`src/rtl/wb_arb_pkg.sv`:
```
// Shared types for the two-master Wishbone SDRAM arbiter: FSM state, grant index
// and the Wishbone cycle-type constants.
package wb_arb_pkg;

  typedef enum logic [1:0] {
    StIdle,
    StGnt0,
    StGnt1,
    StAbort
  } arb_state_e;

  // Index of a master: 0 = instruction port, 1 = data port.
  typedef logic gnt_idx_t;

  localparam logic [2:0] CtiClassic = 3'b000;
  localparam logic [2:0] CtiIncr    = 3'b010;
  localparam logic [2:0] CtiEob     = 3'b111;

endpackage

```
`src/rtl/wb_arb_rr.sv`:
```
// Two-way round-robin pick: a lone requester wins, a tie goes to the prio pointer.
module wb_arb_rr
  import wb_arb_pkg::*;
(
  input  logic [1:0] req_i,
  input  gnt_idx_t   prio_i,
  output gnt_idx_t   idx_o,
  output logic       valid_o
);

  always_comb begin
    valid_o = |req_i;
    idx_o   = 1'b0;
    case (req_i)
      2'b10:   idx_o = 1'b1;
      2'b11:   idx_o = prio_i;
      default: idx_o = 1'b0;
    endcase
  end

endmodule

```
`src/rtl/wb_sdram_arbiter.sv`:
```
// Two-master Wishbone arbiter in front of a single SDRAM-controller slave, with bus lock
// for the granted cycle. Optional ack watchdog is compiled in by WB_SDRAM_ARBITER_TIMEOUT_EN.
module wb_sdram_arbiter
  import wb_arb_pkg::*;
#(
  parameter int unsigned AW             = 32,
  parameter int unsigned DW             = 32,
  parameter int unsigned TIMEOUT_CYCLES = 1024
) (
  input  logic            wb_clk_i,
  input  logic            wb_rst_n_i,
  // Master 0 (instruction)
  input  logic            m0_cyc_i,
  input  logic            m0_stb_i,
  input  logic            m0_we_i,
  input  logic [AW-1:0]   m0_adr_i,
  input  logic [DW-1:0]   m0_dat_i,
  input  logic [DW/8-1:0] m0_sel_i,
  input  logic [2:0]      m0_cti_i,
  output logic [DW-1:0]   m0_dat_o,
  output logic            m0_ack_o,
  output logic            m0_err_o,
  // Master 1 (data)
  input  logic            m1_cyc_i,
  input  logic            m1_stb_i,
  input  logic            m1_we_i,
  input  logic [AW-1:0]   m1_adr_i,
  input  logic [DW-1:0]   m1_dat_i,
  input  logic [DW/8-1:0] m1_sel_i,
  input  logic [2:0]      m1_cti_i,
  output logic [DW-1:0]   m1_dat_o,
  output logic            m1_ack_o,
  output logic            m1_err_o,
  // Shared slave
  output logic            s_cyc_o,
  output logic            s_stb_o,
  output logic            s_we_o,
  output logic [AW-1:0]   s_adr_o,
  output logic [DW-1:0]   s_dat_o,
  output logic [DW/8-1:0] s_sel_o,
  output logic [2:0]      s_cti_o,
  input  logic [DW-1:0]   s_dat_i,
  input  logic            s_ack_i,
  input  logic            s_err_i,
  output logic [1:0]      gnt_o
);

  arb_state_e state_q, state_d;
  gnt_idx_t   prio_q, prio_d;
  gnt_idx_t   rr_idx;
  logic       rr_valid;
  logic       timeout;

  wb_arb_rr u_rr (
    .req_i   ({m1_cyc_i, m0_cyc_i}),
    .prio_i  (prio_q),
    .idx_o   (rr_idx),
    .valid_o (rr_valid)
  );

  // Request/response routing; everything is quiet outside the two grant states.
  always_comb begin
    s_cyc_o  = 1'b0;
    s_stb_o  = 1'b0;
    s_we_o   = 1'b0;
    s_adr_o  = '0;
    s_dat_o  = '0;
    s_sel_o  = '0;
    s_cti_o  = '0;
    m0_dat_o = '0;
    m0_ack_o = 1'b0;
    m0_err_o = 1'b0;
    m1_dat_o = '0;
    m1_ack_o = 1'b0;
    m1_err_o = 1'b0;
    unique case (state_q)
      StGnt0: begin
        s_cyc_o  = m0_cyc_i;
        s_stb_o  = m0_stb_i;
        s_we_o   = m0_we_i;
        s_adr_o  = m0_adr_i;
        s_dat_o  = m0_dat_i;
        s_sel_o  = m0_sel_i;
        s_cti_o  = m0_cti_i;
        m0_dat_o = s_dat_i;
        m0_ack_o = s_ack_i;
        m0_err_o = s_err_i | timeout;
      end
      StGnt1: begin
        s_cyc_o  = m1_cyc_i;
        s_stb_o  = m1_stb_i;
        s_we_o   = m1_we_i;
        s_adr_o  = m1_adr_i;
        s_dat_o  = m1_dat_i;
        s_sel_o  = m1_sel_i;
        s_cti_o  = m1_cti_i;
        m1_dat_o = s_dat_i;
        m1_ack_o = s_ack_i;
        m1_err_o = s_err_i | timeout;
      end
      default: ;
    endcase
  end

  always_comb begin
    state_d = state_q;
    prio_d  = prio_q;
    unique case (state_q)
      StIdle: begin
        if (rr_valid) state_d = rr_idx ? StGnt1 : StGnt0;
      end
      StGnt0: begin
        if (timeout || !m0_cyc_i) begin
          state_d = timeout ? StAbort : StIdle;
          prio_d  = 1'b1;
        end
      end
      StGnt1: begin
        if (timeout || !m1_cyc_i) begin
          state_d = timeout ? StAbort : StIdle;
          prio_d  = 1'b0;
        end
      end
      StAbort: state_d = StIdle;
      default: state_d = StIdle;
    endcase
  end

  always_ff @(posedge wb_clk_i or negedge wb_rst_n_i) begin
    if (!wb_rst_n_i) begin
      state_q <= StIdle;
      prio_q  <= 1'b0;
    end else begin
      state_q <= state_d;
      prio_q  <= prio_d;
    end
  end

`ifdef WB_SDRAM_ARBITER_TIMEOUT_EN
  localparam int unsigned CntW = $clog2(TIMEOUT_CYCLES + 1);

  logic [CntW-1:0] cnt_q, cnt_d;

  // Counts stalled strobe cycles; the final stalled cycle fires the abort instead.
  always_comb begin
    cnt_d   = '0;
    timeout = 1'b0;
    if (s_stb_o && !s_ack_i && !s_err_i) begin
      if (cnt_q == CntW'(TIMEOUT_CYCLES - 1)) timeout = 1'b1;
      else                                    cnt_d   = cnt_q + 1'b1;
    end
    if (state_d != state_q) cnt_d = '0;
  end

  always_ff @(posedge wb_clk_i or negedge wb_rst_n_i) begin
    if (!wb_rst_n_i) cnt_q <= '0;
    else             cnt_q <= cnt_d;
  end
`else
  logic unused_timeout_cycles;
  assign unused_timeout_cycles = ^TIMEOUT_CYCLES;
  assign timeout               = 1'b0;
`endif

  assign gnt_o = {state_q == StGnt1, state_q == StGnt0};

endmodule

```
`config.mk`:
```
export PLATFORM = sky130hd
export DESIGN_NAME = wb_sdram_arbiter
export DESIGN_NICKNAME = d
export VERILOG_FILES = /design/src/rtl/wb_arb_pkg.sv /design/src/rtl/wb_arb_rr.sv /design/src/rtl/wb_sdram_arbiter.sv
export SDC_FILE = /design/constraint.sdc
export NUM_CORES = 1
export LEC_CHECK = 0
export BUFFER_PORTS_ARGS = -buffer_cell sky130_fd_sc_hd__clkbuf_2
export CORE_AREA = 3 3 126 128
export CTS_CLUSTER_SIZE = 20
export DETAILED_ROUTE_END_ITERATION = 10
export DIE_AREA = 0 0 129 131
export PLACE_DENSITY = 0.53
export SETUP_SLACK_MARGIN = 0.2
export SLEW_MARGIN = 20
export SYNTH_ARGS = -nofsm -noshare
export SYNTH_HDL_FRONTEND = slang
export SYNTH_SLANG_ARGS = --single-unit
```
`constraint.sdc`:
```
create_clock -name wb_clk_i -period 3.5 [get_ports wb_clk_i]
set_input_delay 0 -clock wb_clk_i [delete_from_list [all_inputs] [get_ports wb_clk_i]]
set_output_delay 0 -clock wb_clk_i [all_outputs]
set_load 0.1 [all_outputs]
```
==> out/results.tsv, run 1 <==
metric	value	unit
start_util	12.21	%
relSlewSlack	62.22	%
period_minus_slack	2524	ps
drc_errors	0	
hold_viol	0	
avgSynthCellArea	6.725	µm²
drv_cap	0	
cts_buffer_depth	2	
synth_ff_type	dfrtp_1	
path_max_fanout	43	
clk_pin_slew	30	ps
grt_max_degree	56	
via_per_inst	4.042	
die-area	0.01690	mm²
status	completed	
synth_fp_nets	461	
netlist_area	0.001829	mm²
antenna_found_initial	0	
io_pins	328	
end_kind	output port	
async_flop_share	100.0	%
reg2reg_depth	6	
grt_pass1_wl	13.55	mm
num_rows	45	
yosys_warnings	0	
cp_cell_sequence	inv_1, ha_2, buf_4, nor2b_1, clkbuf_2	
fin_crit_sh	72.11	%
h-tree-depth	1	
synth_edf_count	0	
slew_viol_final	0	
final_cells	767	
ant_nets	0	
slowest_stage	ha_2	
coreArea	0.01498	mm²
max_freq	396.2	MHz
gp_congestion	0.7728	
num-fill-cells	1711	
initialDrtViolationCount	106	
vias	3100	
r2r-end	prio_q	
path_class	reg2out	
seq_area_frac_synth	4.104	%
fin_skew	1.311	ps
setup_tns	0	ps
rsz0062_at_grt	false	
reg2reg_slack	1540	ps
finalSetupViolations	0	
r2r_start	state_q[1]	
dr.pass1.iters	4	
track_usage	9.696	%
grt_overflow	0	
cts_tree	built	
clockRootBuffer	clkbuf_16	
cp.arrival	2520	ps
drive_gt1_share	59.59	%
cts.sinks	3	
cts_made_buffers	3	
seq_area	75.07	µm²
die_h	131	µm
portBuffers	327	
area_growth	104.7	%
slowest_delay	620	ps
place_hpwl	8.138	mm
yosys.cell_types.count	20	
clock_latency	220	ps
hold_path.class	in2async	
ys_ff_latch	3	
cp-startpoint	state_q[0]	
fin_util	25.00	%
multi_input_area	0.001619	mm²
wire_per_inst	12.69	µm
worst_setup_path_start_kind	flip-flop	
synth_cells	272	
post-place-cells	762	
n_antenna_cell	0	
die_width	129	µm
grt_pass1_vias	2768	
worstSetupEndpoint	s_sel_o[2]	
required	3500	ps
tightest_slew	569.1	ps
finalWirelength	9.731	mm
nNetsFinal	769	
==> registers in the layout (all words and copies together), names as in the netlist <==
register and count:
prio_q 1, state_q 2
==> what timing repair did <==
item | 4_1_cts | 5_1_grt
hold endpoints to repair | 3 | 0
resized for setup | 0 | 0
hold buffers | 1 | 0
buffers inserted | 0 | 0
==> worst min-delay path by stage <==
| stage | from | endpoint | slack, ps |
|---|---|---|---|
| CTS | m0_cyc_i | prio_q | 120 |
| global route | wb_rst_n_i | state_q[0] | 130 |
| finish | wb_rst_n_i | state_q[0] | 120 |
| global placement | wb_rst_n_i | state_q[1] | -200 |
| floorplan | wb_rst_n_i | prio_q | -300 |
| detailed placement | wb_rst_n_i | prio_q | -190 |
==> area by class of cell <==
| class | count | share of cell area (%) |
|---|---|---|
| inverter | 5 | 0.5013 |
| multi-input combinational | 233 | 43.25 |
| clock buffer | 4 | 2.106 |
| tap | 188 | 6.283 |
| sequential | 3 | 2.005 |
| timing repair buffer | 334 | 45.86 |
==> layout by cell type, fill, tap and decap left out, drive strengths merged <==
master | Yosys | final
clkbuf | 19 | 331
nor2b | 75 | 75
a22oi | 73 | 73
and2 | 69 | 69
buf | 12 | 6
inv | 5 | 5
ha | 5 | 5
dfrtp | 3 | 3
o21ai | 2 | 2
a22o | 1 | 1
or2 | 1 | 1
nand2 | 1 | 1
o311ai | 1 | 1
a21oi | 1 | 1
o22ai | 1 | 1
nor2 | 1 | 1
a221oi | 1 | 1
mux2i | 1 | 1
dlygate4sd3 | 0 | 1
==> synthesized netlist by cell type, types with 2 or more instances <==
library cell | n | area [µm²]
and2_1 | 65 | 406.6
o21ai_0 | 2 | 10.01
inv_1 | 5 | 18.77
clkbuf_1 | 19 | 71.32
and2_2 | 4 | 30.03
ha_1 | 5 | 62.56
nor2b_1 | 75 | 469.2
dfrtp_1 | 3 | 75.07
a22oi_1 | 73 | 548.0
buf_2 | 11 | 55.05
==> per-stage QoR <==
step | setup WS, ps | cell area, µm² | hold WS, ps
floorplan | 216.9 | 1829 | -295.6
global placement | 1191 | 3655 | -197.4
detailed placement | 1180 | 3655 | -194.3
CTS | 930.9 | 3744 | 123.8
global route | 740.2 | 3744 | 125.2
finish | 976.0 | 3744 | 116.6
==> metal layers <==
metal	GRT usage [%]	part of all wire, %	wire (µm)
met5	0	0	0
met2	17.65	51	4951
met4	0.9265	0.062	6
met3	1.667	8.6	839
met1	12.41	40	3934
==> cells by family after synthesis <==
kind of cell	count (synthesis)	synth area share (%)
buffers and inverters	36	8.345
AOI/OAI and AO/OA	80	33.31
adders and majority gates	5	3.420
muxes	1	0.5472
DFF	3	4.104
and+or+nand+nor	147	50.27
==> critical path, delay by kind of cell, from the launching register on <==
family | cells | cell delay (ps)
fa+ha+maj | 1 | 620
buf+inv | 3 | 1000
flops | 1 | 440
simple gates | 1 | 200
Power of run 1 is not shown: default switching activity piles up to over one toggle a cycle in this logic, so the estimate is an artifact.
==> inputs of run 2 (changes only) <==
ABC_AREA = 1   (was unset)
CORE_AREA = 3 3 128 130   (was 3 3 126 128)
DIE_AREA = 0 0 131 133   (was 0 0 129 131)
PLACE_DENSITY = 0.56   (was 0.53)
clock period = 2.2 ns   (was 3.5 ns; I/O delays follow)
==> run 2 against run 1 <==
Non-clock buffer count increased by 16; wire length increased by 24%; die area increased by 3.1%; worst hold slack got worse by 1.2 ps; global-route usage increased by 2.8 points; setup slack got worse by 660 ps; design area increased by 72%; critical endpoint is now m0_dat_o[15]; synthesized cell count increased by 58%; core utilization increased by 17 points; count of clock-buffer cells in the layout unchanged.
==> out/results.tsv, run 2 <==
metric	value	unit	change
grt_pass1_vias	3607		was 2768
place_hpwl	10.39	mm	was 8.138 mm
ant_nets	0		unchanged
cp.arrival	1880	ps	was 2520 ps
fin_crit_sh	85.53	%	
netlist_area	0.002217	mm²	was 0.001829 mm²
yosys-top-cells-area	nand2_1 (39%), a21oi_2 (23%), inv_1 (13%)		was a22oi_1 (30%), nor2b_1 (26%), and2_1 (22%)
io_pins	328		unchanged
slew_viol_final	0		unchanged
num_rows	45		unchanged
area_growth	190.4	%	was 104.7%
n_antenna_cell	0		unchanged
antenna_found_initial	0		unchanged
cts.sinks	3		unchanged
nNetsFinal	941		was 769
initialDrtViolationCount	111		was 106
yosys.area.top_type	nand2_1		was a22oi_1
h-tree-depth	1		unchanged
synth_ff_type	dfrtp_1		unchanged
dr.pass1.iters	6		was 4
die_width	131	µm	was 129 µm
hold_viol	0		unchanged
vias	3750		was 3100
cts_buffer_depth	2		unchanged
finalWirelength	12.07	mm	was 9.731 mm
setup_tns	0	ps	unchanged
ys_ff_latch	3		unchanged
period_minus_slack	1882	ps	
cts_tree	built		unchanged
synth_cells	429		was 272
coreArea	0.01526	mm²	was 0.01498 mm²
synth_top_area_share	39.11	%	was 29.96%
status	completed		unchanged
num-fill-cells	1545		was 1711
largest_registers	state_q: 2 flops, prio_q: 1 flops		unchanged
grt_pass1_wl	17.71	mm	was 13.55 mm
wire_per_inst	12.55	µm	was 12.69 µm
rsz0062_at_grt	false		unchanged
grt_max_degree	43		was 56
final_common_cell	nand2_1		was clkbuf_2
drv_cap	0		unchanged
avgSynthCellArea	5.168	µm²	was 6.725 µm²
drive_gt1_share	57.52	%	was 59.59%
seq_area_frac_synth	3.386	%	was 4.104%
clk_pin_slew	30	ps	about the same
synth_fp_nets	618		was 461
clockRootBuffer	clkbuf_16		unchanged
portBuffers	327		unchanged
final_cells	962		was 767
track_usage	12.48	%	was 9.696%
largest_register	state_q		unchanged
die_h	133	µm	was 131 µm
finalSetupViolations	0		unchanged
worst_setup_path_start_kind	flip-flop		unchanged
end_kind	output port		unchanged
async_flop_share	100.0	%	unchanged
start_util	14.53	%	was 12.21%
largest_reg_flops	2		unchanged
synth_commonest_cells	nand2_1 (231), inv_1 (77), a21oi_2 (57), buf_6 (18), a21oi_1 (17)		was nor2b_1 (75), a22oi_1 (73), and2_1 (65), clkbuf_1 (19), buf_2 (11)
mostFrequentLayoutCells	nand2_1 (231), clkbuf_2 (212), buf_12 (115)		was clkbuf_2 (327), nor2b_1 (75), a22oi_1 (73)
post-place-cells	948		was 762
hold_path.class	in2async		unchanged
reg2reg_slack	610	ps	was 1540 ps
yosys_warnings	0		unchanged
yosys.cell_types.count	15		was 20
drc_errors	0		unchanged
synth_edf_count	0		unchanged
cts_made_buffers	3		unchanged
path_max_fanout	28		was 43
die-area	0.01742	mm²	was 0.01690 mm²
via_per_inst	3.898		was 4.042
tightest_slew	551.5	ps	was 569.1 ps
relSlewSlack	63.39	%	was 62.22%
max_freq	531.4	MHz	
required	2200	ps	was 3500 ps
path_class	reg2out		unchanged
grt_overflow	0		unchanged
yosysMostFrequentCell	nand2_1		was nor2b_1
gp_congestion	0.8260		was 0.7728
clock_latency	230	ps	was 220 ps
fin_skew	0.5796	ps	was 1.311 ps
==> run 2: changes by cell type after synthesis, sizes merged, moves of 17 or more <==
cell	delta
a22oi	-73
nor2b	-75
nand2	+230
and2	-69
buf	+18
inv	+72
a21oi	+73
clkbuf	-17
==> run 2: critical path: stages (launching register included) <==
cell,delay [ps]
dfrtp_1,420
inv_1,160
ha_4,310
buf_12,200
nand2_1,60
inv_1,50
clkbuf_2,440
==> run 2: path summary, 6_finish.rpt <==
kind                            start  cells past startpoint            to
setup / recovery           state_q[1]                      6  m0_dat_o[15]
hold / removal             wb_rst_n_i                      2    state_q[0]
setup reg to reg           state_q[0]                      8        prio_q
hold reg to reg                prio_q                      2        prio_q
max in group asynchronous  wb_rst_n_i                      2    state_q[0]
min in group wb_clk_i        m1_cyc_i                      4    state_q[0]
==> run 2: cell type report <==
| class | instances | area [µm²] | share of cell area (%) |
|---|---|---|---|
| clock buffer | 4 | 78.83 | 1.224 |
| sequential | 3 | 76.32 | 1.185 |
| timing repair buffer | 350 | 3530 | 54.82 |
| tap | 211 | 264.0 | 4.100 |
| inverter | 77 | 301.5 | 4.683 |
| multi-input combinational | 317 | 2188 | 33.99 |
==> run 2: metrics by stage <==
stage | cell area, µm² | setup WS [ps] | util (%) | hold WS [ps]
finish | 6439 | 318.3 | 42.20 | 115.4
global route | 6439 | 219.9 | 42.20 | 135.3
CTS | 6356 | 208.9 | 41.66 | 114.6
detailed placement | 6265 | 430.5 | 41.06 | -189.7
global placement | 6265 | 470.4 | 41.06 | -191.1
floorplan | 2848 | 262.9 | - | -295.6
==> run 2: what timing repair did <==
action,in CTS,in global routing
pin swaps,0,0
endpoints found under the hold margin,3,0
buffers inserted,0,9
setup endpoints to repair,1,80
resized for setup,1,10
hold buffers,1,0
==> run 2: metal layers <==
| layer | global-route usage (%) | share of wire [%] | up-vias |
|---|---|---|---|
| met5 | 0 | 0 | - |
| met4 | 2.229 | 1.2 | 0 |
| met3 | 2.947 | 8.6 | 12 |
| met2 | 25.00 | 56 | 164 |
| met1 | 12.82 | 34 | 1673 |
| li1 | - | - | 1901 |
==> run 2: cell families after synthesis <==
family,after synthesis,synth area share (%)
compound gates,75,26.58
fa+ha+maj,5,2.822
buf+inv,109,27.03
flops,3,3.386
simple gates,237,40.18
Power of run 2 is left out for the same reason.
